File: src/rtl/rf_wb_arbiter.sv
// Writeback arbiter for the single register-file write port: two per-source FIFOs,
// same-register ordering through the ready rules, a starvation guard for source 1, and a pending mask.
module rf_wb_arbiter #(
    parameter int DEPTH      = 2,
    parameter int STARVE_MAX = 4
) (
    input  logic                              clk,
    input  logic                              rst_n,
    input  logic                              s0_valid,
    output logic                              s0_ready,
    input  logic [4:0]                        s0_rd,
    input  logic [31:0]                       s0_data,
    input  logic                              s1_valid,
    output logic                              s1_ready,
    input  logic [4:0]                        s1_rd,
    input  logic [31:0]                       s1_data,
    output logic                              rf_we,
    output logic [4:0]                        rf_rd,
    output logic [31:0]                       rf_wdata,
    output logic [31:0]                       pending,
    output logic [$clog2(STARVE_MAX+1)-1:0]   o_dbg_starve
);
    localparam int            CW       = $clog2(DEPTH + 1);
    localparam int            SW       = $clog2(STARVE_MAX + 1);
    localparam logic [CW-1:0] DEPTH_C  = CW'(DEPTH);
    localparam logic [SW-1:0] STARVE_C = SW'(STARVE_MAX);

    logic [4:0]    r_fifo_rd   [2][DEPTH];
    logic [31:0]   r_fifo_data [2][DEPTH];
    logic [CW-1:0] r_cnt       [2];
    logic [SW-1:0] r_starve;
    logic          r_we;
    logic [4:0]    r_rd;
    logic [31:0]   r_wdata;

    logic          w_s0_hit_f1;
    logic          w_s1_hit_f0;
    logic          w_s1_hit_s0;
    logic          w_head0;
    logic          w_head1;
    logic          w_sel1;
    logic          w_push    [2];
    logic          w_pop     [2];
    logic [4:0]    w_in_rd   [2];
    logic [31:0]   w_in_data [2];
    logic [CW-1:0] w_wr_idx  [2];
    logic [31:0]   w_pending;

    // Handshake: a source transfers on a rising edge where valid and ready are both 1; ready
    // never looks at valid of its own source and ignores any pop happening in the same cycle.
    always_comb begin
        w_s0_hit_f1 = 1'b0;
        w_s1_hit_f0 = 1'b0;
        for (int i = 0; i < DEPTH; i++) begin
            if ((i < int'(r_cnt[1])) && (r_fifo_rd[1][i] == s0_rd)) w_s0_hit_f1 = 1'b1;
            if ((i < int'(r_cnt[0])) && (r_fifo_rd[0][i] == s1_rd)) w_s1_hit_f0 = 1'b1;
        end
    end

    assign w_s1_hit_s0 = s0_valid && (s0_rd == s1_rd);
    assign s0_ready    = rst_n && (r_cnt[0] < DEPTH_C) && !((s0_rd != 5'd0) && w_s0_hit_f1);
    assign s1_ready    = rst_n && (r_cnt[1] < DEPTH_C) &&
                         !((s1_rd != 5'd0) && (w_s1_hit_f0 || w_s1_hit_s0));

    assign w_head0 = (r_cnt[0] != '0);
    assign w_head1 = (r_cnt[1] != '0);
    assign w_sel1  = w_head1 && ((r_starve == STARVE_C) || !w_head0);

    // Writes to x0 complete the handshake but never enter a FIFO.
    always_comb begin
        w_push[0]    = s0_valid && s0_ready && (s0_rd != 5'd0);
        w_push[1]    = s1_valid && s1_ready && (s1_rd != 5'd0);
        w_pop[0]     = w_head0 && !w_sel1;
        w_pop[1]     = w_sel1;
        w_in_rd[0]   = s0_rd;
        w_in_rd[1]   = s1_rd;
        w_in_data[0] = s0_data;
        w_in_data[1] = s1_data;
        for (int s = 0; s < 2; s++) begin
            w_wr_idx[s] = r_cnt[s] - CW'(w_pop[s]);
        end
    end

    always_ff @(posedge clk or negedge rst_n) begin
        if (!rst_n) begin
            for (int s = 0; s < 2; s++) begin
                r_cnt[s] <= '0;
                for (int i = 0; i < DEPTH; i++) begin
                    r_fifo_rd[s][i]   <= '0;
                    r_fifo_data[s][i] <= '0;
                end
            end
        end else begin
            for (int s = 0; s < 2; s++) begin
                if (w_pop[s]) begin
                    for (int i = 0; i < DEPTH - 1; i++) begin
                        r_fifo_rd[s][i]   <= r_fifo_rd[s][i+1];
                        r_fifo_data[s][i] <= r_fifo_data[s][i+1];
                    end
                end
                for (int i = 0; i < DEPTH; i++) begin
                    if (w_push[s] && (i == int'(w_wr_idx[s]))) begin
                        r_fifo_rd[s][i]   <= w_in_rd[s];
                        r_fifo_data[s][i] <= w_in_data[s];
                    end
                end
                r_cnt[s] <= r_cnt[s] + CW'(w_push[s]) - CW'(w_pop[s]);
            end
        end
    end

    always_ff @(posedge clk or negedge rst_n) begin
        if (!rst_n) begin
            r_starve <= '0;
            r_we     <= 1'b0;
            r_rd     <= '0;
            r_wdata  <= '0;
        end else begin
            if (w_pop[1]) begin
                r_starve <= '0;
            end else if (w_head1 && (r_starve != STARVE_C)) begin
                r_starve <= r_starve + SW'(1);
            end
            r_we <= w_pop[0] || w_pop[1];
            if (w_pop[1]) begin
                r_rd    <= r_fifo_rd[1][0];
                r_wdata <= r_fifo_data[1][0];
            end else if (w_pop[0]) begin
                r_rd    <= r_fifo_rd[0][0];
                r_wdata <= r_fifo_data[0][0];
            end
        end
    end

    // Staged write still counts as pending until the register file takes it.
    always_comb begin
        w_pending = '0;
        for (int s = 0; s < 2; s++) begin
            for (int i = 0; i < DEPTH; i++) begin
                if (i < int'(r_cnt[s])) w_pending[r_fifo_rd[s][i]] = 1'b1;
            end
        end
        if (r_we) w_pending[r_rd] = 1'b1;
        w_pending[0] = 1'b0;
    end

    assign rf_we        = r_we;
    assign rf_rd        = r_rd;
    assign rf_wdata     = r_wdata;
    assign pending      = w_pending;
    assign o_dbg_starve = r_starve;

endmodule

File: config.mk
export PLATFORM = sky130hd
export DESIGN_NAME = rf_wb_arbiter
export DESIGN_NICKNAME = d
export VERILOG_FILES = /design/src/rtl/rf_wb_arbiter.sv
export SDC_FILE = /design/constraint.sdc
export NUM_CORES = 1
export LEC_CHECK = 0
export ABC_AREA = 1
export BUFFER_PORTS_ARGS = -buffer_cell sky130_fd_sc_hd__buf_2
export CORE_ASPECT_RATIO = 1.5
export CORE_MARGIN = 1
export CORE_UTILIZATION = 40
export DETAILED_ROUTE_END_ITERATION = 8
export MAX_ROUTING_LAYER = met4
export SYNTH_ARGS = -nofsm -noshare
export SYNTH_HDL_FRONTEND = slang
export SYNTH_SLANG_ARGS = --single-unit
File: constraint.sdc
create_clock -name clk -period 4.99 [get_ports clk]
set_input_delay 0.998 -clock clk [delete_from_list [all_inputs] [get_ports clk]]
set_output_delay 0.998 -clock clk [all_outputs]
set_load 0.02 [all_outputs]
==> results.sh, run 1 <==
export IMPL_gr_usage_met1_pct=33.17
export IMPL_switching_power_mw=4.199
export IMPL_combPwrFrac_pct=49.2
export IMPL_worst_pin_slew_ns=1.131
export IMPL_clk_path_buf_depth=2
export IMPL_drtIter0Drc=658
export IMPL_grt_pass1_vias=10590
export IMPL_yosysTopAreaCell="dfrtp_1"
export IMPL_h_tree_depth=4
export IMPL_finalSetupTns_ns=0
export IMPL_fin_ws_ns=1.349
export IMPL_criticalPathCategory="register to output pin"
export IMPL_core_area_um2=27220
export IMPL_netlist_instances=1453
export IMPL_switching_share_pct=49.33
export IMPL_cap_violations=0
export IMPL_place_ws_ns=1.571
export IMPL_synth_nets=1539
export IMPL_post_cts_repair_setup_buffers=0
export IMPL_worstPathArrival_ns=2.64
export IMPL_p_int_mw=4.314
export IMPL_cts_sinks=193
export IMPL_drtAntennaViolNets=0
export IMPL_p_clk_share_pct=17.3
export IMPL_fin_util_pct=45.63
export IMPL_wl_um=41710
export IMPL_area_growth_pct=12.53
export IMPL_drive_gt1_share_pct=16.51
export IMPL_reg2reg_to="r_fifo_data[55]"
export IMPL_ys_flop_type="dfrtp_1"
export IMPL_min_period_ns=3.641
export IMPL_hold_buffers=0
export IMPL_final_common_cell="nand2_1"
export IMPL_finalSetupViolCount=0
export IMPL_outcome="completed"
export IMPL_ctsResizeCount=0
export IMPL_fillers=2855
export IMPL_track_usage_pct=31.80
export IMPL_crit_end="pending[8]"
export IMPL_p_leak_nw=6.334
export IMPL_synth_top_area_share_pct=43.75
export IMPL_place_congestion=1.014
export IMPL_first_pass_iters=7
export IMPL_grt_overflow=0
export IMPL_relSlewSlack_pct=24.20
export IMPL_die_width_um=137.6
export IMPL_vias=10630
export IMPL_portBuffers=151
export IMPL_vias_per_cell=5.590
export IMPL_avgSynthCellArea_um2=7.597
export IMPL_wire_per_inst_um=21.94
export IMPL_cts_made_buffers=17
export IMPL_start_util_pct=40.55
export IMPL_layout_common_cells="nand2_1, nand3_1, dfrtp_1"
export IMPL_regArea_um2=4830
export IMPL_multi_input_area_um2=4867
export IMPL_grt_antenna_before_repair=0
export IMPL_layout_nets=1630
export IMPL_seqPwrFrac_pct=33.5
export IMPL_die_area_um2=28280
export IMPL_critPathMaxFanout=7
export IMPL_ys_types=35
export IMPL_rsz0062_at_grt="false"
export IMPL_grt_max_degree=73
export IMPL_hold_path_class="register to register"
export IMPL_final_max_slew_viol_count=0
export IMPL_critPathRequiredTime_ns=3.99
export IMPL_grtUsageMet3_pct=6.332
export IMPL_ios=153
export IMPL_clk_latency_ns=0.46
export IMPL_start_kind="register"
export IMPL_die_y_um=205.5
export IMPL_period_share_pct=72.96
export IMPL_ys_top_cells_by_area="dfrtp_1, nand3_1, nand2_1, inv_1, nand4_1"
export IMPL_finClkSkew_ns=0.01235
export IMPL_ir_worst_vdd_v=0.0003008
export IMPL_max_freq_mhz=274.7
export IMPL_num_rows=74
export IMPL_cts_root_buffer="clkbuf_16"
export IMPL_numPlacedInstances=1867
export IMPL_synth_edf_count=0
export IMPL_hold_viol=0
export IMPL_syn_area_um2=11040
export IMPL_cts_tree="done"
export IMPL_grt_pass1_wl_um=63250
export IMPL_r2r_slack_ns=1.75
export IMPL_async_flop_share_pct=100.0
export IMPL_drc=0
export IMPL_busiest_layer="met2"
export IMPL_stdcell_count=1901
export IMPL_yosys_warnings=0
export IMPL_ys_seq_area_share_pct=43.75
export IMPL_crit_start="r_cnt[1]"
export IMPL_rr_startpoint="r_cnt[1]"
export IMPL_end_kind="output pin"
export IMPL_ys_ff_latch=193
export IMPL_path_clk_slew_ns=0.07
export IMPL_p_per_area_nw_per_um2=685.4
export IMPL_gr_usage_met2_pct=52.91
export IMPL_reg2reg_depth=12
export IMPL_hpwl_um=29390
## synth_stat cells (2+ instances only)
library cell and count:
inv_1 191, o21ai_1 42, o221a_2 2, buf_6 19, o21ai_2 27, nand3_2 2, nand2_1 280, o2111ai_1 3
nand4_1 77, dfrtp_1 193, buf_2 34, o22ai_1 4, inv_2 16, ha_1 8, a221oi_1 17, a21oi_2 2
clkbuf_1 26, xnor2_1 2, o221ai_1 32, o21ai_0 18, nor3_1 22, nand2_2 2, xor2_1 9, nand3_1 264
nor2_1 127, buf_1 2, a21oi_1 9, buf_4 16
## worst max-delay path, cell delays in order, from the launching register on
cell      delay [ns]
dfrtp_1         0.53
inv_2           0.13
nor3_2          0.80
nand2_1         0.10
o21ai_0         0.11
a21oi_1         0.08
o221ai_1        0.17
buf_2           0.27
## cell families (layout without fill, tap and decap cells)
kind of cell | after synthesis | in the layout | synth area share [%]
adders and majority gates | 8 | 8 | 0.9069
buffers and inverters | 304 | 408 | 12.56
xor gates and xnor gates | 11 | 11 | 0.8729
other | 1 | 3 | 0.03397
and+or+nand+nor | 777 | 777 | 31.64
DFF | 193 | 193 | 43.75
AOI/OAI and AO/OA | 159 | 159 | 10.24
## power groups by stage
| stage | sequential, mW | clock (mW) | combinational [mW] |
|---|---|---|---|
| floorplan | 2.73 | 0 | 2.95 |
| global placement | 2.86 | 0 | 4.09 |
| detailed placement | 2.87 | 0 | 4.14 |
| CTS | 2.85 | 1.51 | 4.15 |
| global route | 2.91 | 1.55 | 4.66 |
| finish | 2.86 | 1.47 | 4.18 |
## layer usage
metal  vias to the layer above  part of all wire, %
met4                         0                  7.2
met5                         -                    0
met3                       124                  5.7
met2                       330                   51
met1                      5166                   37
li1                       5006                    -
## stage by stage
stage / cell area [um^2] / power, mW / hold WS, ns
2_1_floorplan: 11040 / 5.677 / 0.4530
3_3_place_gp: 11800 / 6.951 / 0.4652
3_5_place_dp: 11800 / 7.014 / 0.4685
4_1_cts: 12420 / 8.503 / 0.4849
5_1_grt: 12420 / 9.123 / 0.5131
6_report: 12420 / 8.513 / 0.4840
## registers in the layout, summed over array words and instances (netlist names)
signal,flops
rf_rd,5
r_cnt,4
rf_we,1
r_fifo_rd,20
r_fifo_data,128
rf_wdata,32
o_dbg_starve,3
## worst min path at each step
stage | start | end | slack [ns] | depth (start not counted)
final | r_fifo_data[69] | r_fifo_data[69] | 0.48 | 2
after detailed placement | r_fifo_data[90] | r_fifo_data[90] | 0.47 | 2
after global placement | r_fifo_data[94] | r_fifo_data[94] | 0.47 | 2
after CTS | r_fifo_data[90] | r_fifo_data[90] | 0.48 | 2
after global routing | r_fifo_data[3] | r_fifo_data[3] | 0.51 | 2
after floorplan | r_fifo_data[0] | r_fifo_data[0] | 0.45 | 2
## layout make-up
class | count | share of cell area (%)
clock buffer | 23 | 3.687
timing repair buffer | 169 | 7.243
tap | 342 | 3.445
clock inverter | 9 | 1.249
antenna | 2 | 0.04029
multi-input combinational | 956 | 39.19
inverter | 207 | 6.266
sequential | 193 | 38.88
(Power assumes the default switching activity.)
==> inputs of run 2 (changes only) <==
Settings changed: ABC_AREA 1 to 0.
Clock period 4.99 ns to 3.8 ns, I/O delays scaled along.
==> run 2 against run 1 <==
Effect of this change:
- total power increased by 34%
- routed wire length decreased by 38%
- combinational power increased by 31%
- first-iteration DRC count decreased by 24%
- sequential share of layout area increased by 2.1 points
- setup slack got worse by 0.54 ns
==> results.sh, run 2 <==
export IMPL_critPathRequiredTime_ns=3.04
export IMPL_worstPathArrival_ns=2.24
export IMPL_max_freq_mhz=333.8
export IMPL_period_share_pct=78.83
export IMPL_relSlewSlack_pct=24.70
export IMPL_outcome="completed"
export IMPL_criticalPathCategory="register to output pin"
export IMPL_grt_max_degree=75
export IMPL_cts_tree="done"
export IMPL_worstPathCellList="nor2_1 -> nor2_1 -> a32oi_2 -> nand2_1 -> a21oi_1 -> buf_2"
export IMPL_post_cts_repair_setup_buffers=0
export IMPL_hold_buffers=0
export IMPL_grt_antenna_before_repair=1
export IMPL_vias=7271
export IMPL_hpwl_um=18180
export IMPL_place_area_um2=11180
export IMPL_busiest_layer="met2"
export IMPL_cts_sinks=193
export IMPL_yosysMostFrequentCell="dfrtp_1"
export IMPL_ys_top_cells_by_area="dfrtp_1, mux2_1, mux2_2, mux2_4, a222oi_1"
export IMPL_cts_made_buffers=17
export IMPL_portBuffers=151
export IMPL_layout_nets=1050
export IMPL_worst_pin_slew_ns=1.127
export IMPL_ys_types=45
export IMPL_grt_overflow=0
export IMPL_wire_per_inst_um=19.80
export IMPL_first_pass_iters=6
export IMPL_synth_edf_count=0
export IMPL_end_kind="output pin"
export IMPL_critPathMaxFanout=10
export IMPL_syn_area_um2=10210
export IMPL_p_leak_nw=5.356
export IMPL_p_per_area_nw_per_um2=963.9
export IMPL_die_width_um=132.5
export IMPL_hold_path_class="input port to asynchronous set/reset pin"
export IMPL_core_area_um2=25050
export IMPL_holdWs_ns=0.2607
export IMPL_cap_violations=0
export IMPL_ios=153
export IMPL_ys_ff_latch=193
export IMPL_wl_um=25860
export IMPL_min_period_ns=2.995
export IMPL_track_usage_pct=21.16
export IMPL_gr_usage_met1_pct=23.90
export IMPL_async_flop_share_pct=100.0
export IMPL_ys_top_cells_by_count="dfrtp_1, mux2_1, nor2_1"
export IMPL_cp_common_cell="nor2_1"
export IMPL_die_y_um=197.7
export IMPL_drtAntennaViolNets=0
export IMPL_start_util_pct=40.77
export IMPL_netlist_instances=850
export IMPL_num_rows=71
export IMPL_grt_pass1_wl_um=41300
export IMPL_path_buf_inv=1
export IMPL_rsz0062_at_grt="false"
export IMPL_grt_pass1_vias=7373
export IMPL_synth_top_area_share_pct=47.29
export IMPL_path_clk_slew_ns=0.07
export IMPL_grtUsageMet3_pct=3.917
export IMPL_ctsResizeCount=0
export IMPL_layout_common_cells="dfrtp_1, buf_2, mux2_1"
export IMPL_crit_family="simple AND/OR/NAND/NOR gates"
export IMPL_yosysTopAreaCell="dfrtp_1"
export IMPL_ys_flop_type="dfrtp_1"
export IMPL_hold_viol=0
export IMPL_drive_gt1_share_pct=34.60
export IMPL_cp_slowest_cell="dfrtp_1"
export IMPL_avgSynthCellArea_um2=12.01
export IMPL_drc=0
export IMPL_cts_root_buffer="clkbuf_16"
export IMPL_clk_latency_ns=0.44
export IMPL_start_kind="register"
export IMPL_place_congestion=0.9501
export IMPL_finalSetupTns_ns=0
export IMPL_drtIter0Drc=498
export IMPL_finalSetupViolCount=0
export IMPL_synth_nets=936
export IMPL_final_max_slew_viol_count=0
export IMPL_largest_reg_flops=128
export IMPL_ys_seq_area_share_pct=47.29
export IMPL_yosys_warnings=0
export IMPL_slowest_delay_ns=0.49
export IMPL_ir_worst_vdd_v=0.0005252
export IMPL_h_tree_depth=4
export IMPL_regMostFlops="r_fifo_data"
export IMPL_finClkSkew_ns=0.01008
export IMPL_area_growth_pct=15.46
export IMPL_clk_path_buf_depth=2
export IMPL_p_total_mw=11.37
export IMPL_gr_usage_met2_pct=36.35
export IMPL_die_area_um2=26190
export IMPL_postLayoutCellArea_um2=11790
export IMPL_final_common_cell="dfrtp_1"
export IMPL_vias_per_cell=5.567
[run 2: changes by cell type after synthesis, sizes merged, moves of 27 or more]
cell / before / now
nand2: 282 / 16
nand3: 266 / 14
mux2: 0 / 222
inv: 207 / 44
o21ai: 87 / 5
nand4: 77 / 4
nor2: 128 / 79
buf: 71 / 31
a222oi: 0 / 36
o22ai: 4 / 31
[run 2: per-stage QoR]
stage / setup WS [ns] / cells / utilization (%)
6_report: 0.8046 / 1306 / 47.07
5_1_grt: 0.6672 / 1306 / 47.07
4_1_cts: 0.7752 / 1305 / 47.06
3_5_place_dp: 0.8486 / 1273 / 44.62
3_3_place_gp: 0.8573 / 1273 / 44.62
2_1_floorplan: 0.3016 / 850 / -
[run 2: logic make-up (layout without fill, tap and decap cells)]
kind of cell             Yosys count  in the layout  synth area share [%]
multiplexers                     222            222                 25.84
flip-flops                       193            193                 47.29
XOR/XNOR                          29             29                 2.487
adder cells (fa/ha/maj)            8              8                0.9802
other                              1              2               0.03672
buffers and inverters            115            242                 5.060
AO/OA/AOI/OAI                    110            110                 9.042
AND/OR/NAND/NOR                  172            172                 9.263
[run 2: final timing paths]
path                                          to  slack (ns)       startpoint  depth (start not counted)
worst min-delay path             r_fifo_data[26]        0.26            rst_n                          1
worst min register to register   r_fifo_data[71]        0.48  r_fifo_data[71]                          1
min in group clk                 r_fifo_data[71]        0.48  r_fifo_data[71]                          1
worst max register to register   r_fifo_data[80]        0.86         r_cnt[1]                          7
worst max-delay path                    s1_ready        0.80         r_cnt[3]                          6
max in group asynchronous       r_fifo_data[127]        1.94            rst_n                          3
[run 2: layout make-up]
cell class	count	area, um^2
tap	328	410.4
clock buffer	20	466.7
timing repair buffer	166	877.1
clock inverter	12	143.9
multi-input combinational	542	4896
fill	2398	13260
sequential	193	4830
antenna	1	2.502
inverter	44	165.2
[run 2: routing by layer]
layer | vias up | part of all wire (%)
li1 | 3341 | -
met1 | 3612 | 40
met2 | 256 | 52
met3 | 62 | 4.9
met4 | 0 | 3.1
met5 | - | 0
[run 2: power by group]
group          switching (mW)  internal, mW  total, mW
clock                   0.807          1.04       1.84
sequential              0.912          3.12       4.04
combinational            2.78          2.71       5.49
total                    4.49          6.87       11.4
